File: src/rtl/ballot_ctrl.sv
// ballot_ctrl: debounced one-vote-per-ballot front end for the four-candidate tally.
module ballot_ctrl #(
    parameter int DEBOUNCE_CYCLES = 4
) (
    input  logic        clk,
    input  logic        rst,
    input  logic        arm,
    input  logic [3:0]  btn,
    output logic        a,
    output logic        b,
    output logic        c,
    output logic        d,
    output logic        ready,
    output logic        multi_err,
    output logic [20:0] ballots
);
    typedef enum logic [2:0] {IDLE, ARMED, DEBOUNCE, CAST, RELEASE} state_t;
    localparam logic [7:0] LAST = 8'(DEBOUNCE_CYCLES - 1);
    state_t      r_state, w_next;
    logic [3:0]  r_sel, r_vote;
    logic [7:0]  r_cnt;
    logic [20:0] r_ballots;
    logic        r_multi, w_multi, w_one;
    assign w_multi = (btn & (btn - 4'd1)) != 4'd0;
    assign w_one   = btn != 4'd0 && !w_multi;
    always_ff @(posedge clk) begin
        if (rst) r_state <= IDLE;
        else     r_state <= w_next;
    end
    always_comb begin
        w_next = IDLE;
        case (r_state)
            IDLE:     w_next = (arm && btn == 4'd0) ? ARMED : IDLE;
            ARMED:    w_next = w_one ? DEBOUNCE : ARMED;
            DEBOUNCE: w_next = btn != r_sel ? ARMED : (r_cnt == LAST ? CAST : DEBOUNCE);
            CAST:     w_next = RELEASE;
            RELEASE:  w_next = btn == 4'd0 ? IDLE : RELEASE;
            default:  w_next = IDLE;
        endcase
    end
    // Vote pulse is registered on the edge entering CAST so it spans exactly the CAST cycle.
    always_ff @(posedge clk) begin
        if (rst) begin
            r_sel     <= 4'd0;
            r_cnt     <= 8'd0;
            r_ballots <= 21'd0;
            r_vote    <= 4'd0;
            r_multi   <= 1'b0;
        end else begin
            r_multi <= r_state == ARMED && w_multi;
            r_vote  <= w_next == CAST ? r_sel : 4'd0;
            if (r_state == ARMED && w_one) begin
                r_sel <= btn;
                r_cnt <= 8'd1;
            end else if (r_state == DEBOUNCE) begin
                if (btn != r_sel) begin
                    r_sel <= 4'd0;
                    r_cnt <= 8'd0;
                end else if (r_cnt != LAST) begin
                    r_cnt <= r_cnt + 8'd1;
                end
            end
            if (r_state == CAST && r_ballots != '1) r_ballots <= r_ballots + 21'd1;
        end
    end
    always_comb begin
        {d, c, b, a} = r_vote;
        ready        = r_state == ARMED;
        multi_err    = r_multi;
        ballots      = r_ballots;
    end
endmodule

File: config.mk
export PLATFORM = sky130hd
export DESIGN_NAME = ballot_ctrl
export DESIGN_NICKNAME = d
export VERILOG_FILES = /design/src/rtl/ballot_ctrl.sv
export SDC_FILE = /design/constraint.sdc
export NUM_CORES = 1
export LEC_CHECK = 0
export CAP_MARGIN = 20
export CORE_ASPECT_RATIO = 0.9
export CORE_MARGIN = 5
export CORE_UTILIZATION = 55
export CTS_CLUSTER_SIZE = 25
export DETAILED_ROUTE_END_ITERATION = 8
export PLACE_DENSITY = 0.82
export SLEW_MARGIN = 20
export SYNTH_ARGS = -nofsm -noshare
export SYNTH_HDL_FRONTEND = slang
export SYNTH_SLANG_ARGS = --single-unit
File: constraint.sdc
create_clock -name clk -period 3.92 [get_ports clk]
set_clock_uncertainty 0.05 [all_clocks]
set_input_delay 0.588 -clock clk [delete_from_list [all_inputs] [get_ports clk]]
set_output_delay 0.588 -clock clk [all_outputs]
set_load 0.05 [all_outputs]
; Yosys cells after proc, flatten, opt, wreduce, memory -nomap -nowiden
; Index checks and enable logic that the tools add are counted.
[word_totals]
regBits = 41
word_cells = 53
output_inout_bits = 27
inputBits = 7
[classes]
reduce_logical = 19
n_eq_ne = 9
n_mux = 13
addsub = 3
n_bitwise = 2
[op_table]
columns = cell, n
row1 = $add 21x1->21 const B, 1
row2 = $ne 21x21->1 const B, 1
row3 = $mux 8, 2
row4 = $pmux 3 s5, 1
row5 = $mux 4, 3
row6 = $eq 3x2->1 const B, 3
row7 = $add 8x1->8 const B, 1
row8 = $eq 8x2->1 const B, 1
row9 = $ne 8x2->1 const B, 1
row10 = $reduce_bool 4->1, 2
row11 = $reduce_and 2->1, 3
row12 = $reduce_bool 2->1, 3
row13 = $logic_and 1x1->1, 5
row14 = $and 4x4->4, 1
row15 = $logic_not 4->1, 1
row16 = $mux 1, 4
row17 = $mux 2, 2
row18 = $ne 4x4->1, 1
row19 = $reduce_or 2->1, 2
row20 = $sub 4x1->4 const B, 1
row21 = $eq 3x1->1 const B, 1
row22 = $eq 3x3->1 const B, 1
row23 = $logic_not 3->1, 1
row24 = $mux 3, 1
row25 = other kinds (3), 3

; Depth between registers and ports, before layout
[logic_depth]
depth_word = 10
ltp_mapped = 7
depth_no_buf = 6

; Least setup slack after synthesis
; No wires, ideal clock.
[synth_timing]
kind = register -> register
from = register r_ballots[0], in the netlist ballots[0]
to = register r_ballots[11], in the netlist ballots[11]
path_buffers = 0
path_stages_with_launch = 7
t_arrival_ps = 2154
setup_slack_ps = 1596
setup_time_ps = 121
path_cell_list = dfxtp_1 -> ha_1 -> nand3_1 -> nor3_2 -> a21oi_1 -> nand3b_1 -> mux2_2
[synth_between]
elab_chain_len = 2
[synth_rtl]
columns = item, line
row1 = from (decl), 22  ; logic [20:0] r_ballots;
row2 = from (signal assigned), 63  ; if (r_state == CAST && r_ballots != '1) r_ballots <= r_ballots + 21'd1;
row3 = "parallel branches: the longest is 2 deep, another holds $add 21x1->21", n/a
; Parallel ways; which one is timed is not known.
; A chain may end at the register's enable or synchronous reset.

; Final worst setup path
[layout_timing]
from = register r_state[0]
to = output ready
[layout_between]
elab_chain_len = 1
[layout_rtl]
columns = item, line
row1 = from (decl), 19  ; state_t r_state, w_next;
row2 = from (signal assigned), 28  ; else r_state <= w_next;
row3 = $eq 3x1->1, 68  ; ready = r_state == ARMED;
row4 = to (decl), 13  ; output logic ready,
; Every way passes these cells.

==> summary.md <==
| Metric | Value |
|---|---|
| Total congestion overflow | `0` |
| Die area | `0.00497 mm²` |
| Diode count | `0` |
| Max Freq | `355 MHz` |
| Synthesized area per cell | `8.64 µm²` |
| Synth warn | `0` |
| Rel. slew slack | `36.6%` |
| CTS tree | `done` |
| Nets | `274` |
| Largest net degree at the start of global routing | `18` |
| ANT nets after route | `0` |
| Data arrival time of the worst path | `2180 ps` |
| Placed insts | `302` |
| Endpoint class of the critical path | `primary output` |
| Max_cap viols | `0` |
| DRC | `0` |
| R2R Setup Slk | `1570 ps` |
| Worst-path clk slew | `70 ps` |
| Fin. Hold Viols | `0` |
| Total negative slack | `0 ps` |
| Synth Register Bits | `41` |
| Ratio of cells with drive above 1 in the final layout | `7.92%` |
| Root buf cell | `clkbuf_8` |
| Critical Path RT | `3280 ps` |
| Final Slew Violations | `0` |
| Hold_ws | `458 ps` |
| DR iter-0 viols | `136` |
| CP max FO | `7` |
| Max VDD drop | `0.000238 V` |
| Hold_sp | `ballots[19]$_SDFFE_PP0P_` |
| Final Util | `71.1%` |
| Vias in the first global route | `1,639` |
| Gpl congestion | `0.812` |
| Via count | `1,763` |
| Fin crit share | `72.0%` |
| Synth area leader | `dfxtp_1` |
| CTS Sinks | `41` |
| Top post-synthesis cells by area | `dfxtp_1 (41%), nor2_1 (6.3%), xnor2_1 (5.2%)` |
| NetSw | `0.000166 W` |
| Sequential area share after synthesis | `40.8%` |
| Worst hold path depth | `2` |
| First-pass GRT wire length | `7380 µm` |
| Sequential power share | `56.9%` |
| Yosys cell types | `45` |
| Rows | `20` |
| Setup Buffers After CTS | `0` |
| WL final | `4390 µm` |
| Most common cell in the netlist | `dfxtp_1` |
| Post-synth ARST share | `0%` |
| Fin cells | `309` |
| Least-Margin Pin Slew | `942 ps` |
| Initial core utilization | `58.3%` |
| PortBufs | `33` |
| Reg-to-Reg Start | `ballots[0]$_SDFFE_PP0P_` |
| Top_reg_cell synth | `dfxtp_1` |
| RSZ-0062 raised after global routing | `no` |
| # setup viols final | `0` |
| Post-DP HPWL | `3170 µm` |
| R2r worst-path depth | `6` |
| Initial antenna violation count | `0` |
| Yosys top cell area share | `40.8%` |
| Num CTS Buffers | `5` |
| Hold Buf Count CTS | `0` |
| Net count after synthesis | `242` |
| Area delta synth->final | `22.0%` |
| Post-Syn Area | `0.00201 mm²` |
| Pwr dens | `301 mW/mm²` |
| CP Class | `flip-flop to primary output` |
| Drt wl/cell | `14.2 µm` |
| Boundary Pins | `34` |
| Design Power | `0.000739 W` |
| Post-cts sizing count | `0` |
| EDFF count, synth | `0` |
| P_leak | `0.865 nW` |
| CP Launch Type | `flip-flop` |
| Switching share of power | `22.5%` |
| Logic gate share of total power | `5.2%` |
| Clock period minus worst slack | `2820 ps` |
| Total GRT Usage | `19.0%` |
| Die width | `73.8 µm` |
| Synth cell count leaders | `dfxtp_1 (41), nor2_1 (34), a21oi_1 (17)` |
| Worst skew pair latency | `290 ps` |
| Hold Path Sink | `ballots[19]$_SDFFE_PP0P_` |
| Hold Crit Class | `flip-flop to flip-flop` |
| Worst R2R End | `ballots[11]$_SDFFE_PP0P_` |
| Status | `finished, final reports clean` |
| Cell Int Power | `0.000573 W` |
| CP Launch Point | `r_state[0]$_SDFF_PP0_` |
| Syn Inst Count | `233` |
| Chip Height | `67.4 µm` |
| Initial DRT Pass Iterations | `4` |
| Max H-tree Level | `2` |
| DR vias/cell | `5.71` |
| Core Area | `0.00345 mm²` |
| Clock tree buffer depth | `2` |
| Clk pwr share | `37.9%` |
[placed cells by master (no fill, tap or decap), drive strengths merged, types with 3 or more instances in the layout]
cell	instances
a211oi	3
a21oi	17
nor3	7
clkdlybuf4s50	33
and2	4
and3b	3
dfxtp	41
inv	3
and3	7
mux2i	3
nand3b	3
nand2	12
nand4	11
nor2	34
o21ai	6
a22o	4
xor2	8
nor4b	4
clkbuf	7
nand3	14
xnor2	12
nor2b	3
mux2	3
[sequential cells by signal, indices dropped and copies added, names as in the netlist]
register   count
r_sel          4
multi_err      1
r_vote         4
ballots       21
r_state        3
r_cnt          8
[layer usage]
| metal | GRT usage [%] | part of all wire [%] | wire length (µm) |
|---|---|---|---|
| met5 | 0 | 0 | 0 |
| met1 | 24.8 | 48 | 2110 |
| met2 | 29.8 | 46 | 2030 |
| met3 | 5.80 | 4.7 | 207 |
| met4 | 6.33 | 0.87 | 38 |
[worst max-delay path, stage by stage, from the launching register on]
cell	delay [ps]
dfxtp_1	430
or3b_2	520
inv_1	120
clkdlybuf4s50_1	810
[power groups by stage]
stage / sequential, W / combinational [W] / clock, W
2_1_floorplan: 0.000433 / 0.0000219 / 0
3_3_place_gp: 0.000430 / 0.0000378 / 0
3_5_place_dp: 0.000430 / 0.0000386 / 0
4_1_cts: 0.000420 / 0.0000386 / 0.000286
5_1_grt: 0.000421 / 0.0000420 / 0.000309
6_report: 0.000420 / 0.0000386 / 0.000280
[stage by stage]
stage               setup slack, ps  cell area [µm²]
global route                   1010             2460
finish                         1100             2460
floorplan                      1600             2010
global placement               1430             2370
detailed placement             1350             2370
CTS                            1100             2460
[worst max-delay path by stage]
stage                                     endpoint  cells after the start
after floorplan           ballots[11]$_SDFFE_PP0P_                      6
after global placement       r_cnt[2]$_SDFFE_PP0P_                      6
after detailed placement     r_cnt[2]$_SDFFE_PP0P_                      6
after CTS                                    ready                      3
after global routing                         ready                      3
final                                        ready                      3
[logic make-up after synthesis]
logic type,after synthesis,share of synthesized area (%)
AOI/OAI and AO/OA,37,11.7
xor gates and xnor gates,20,8.70
adders and majority gates,2,1.24
buffers and inverters,13,2.73
DFF,41,40.8
muxes,6,3.17
and+or+nand+nor,114,31.6
[area by class of cell]
type                            instances  area (µm²)
Clock buffer                            7        86.3
Fill cell                             292         997
Inverter                                3        11.3
Multi-Input combinational cell        179        1140
Sequential cell                        41         821
Tap cell                               44        55.1
Timing Repair Buffer                   35         345
Power figures use the tool's default switching activity.
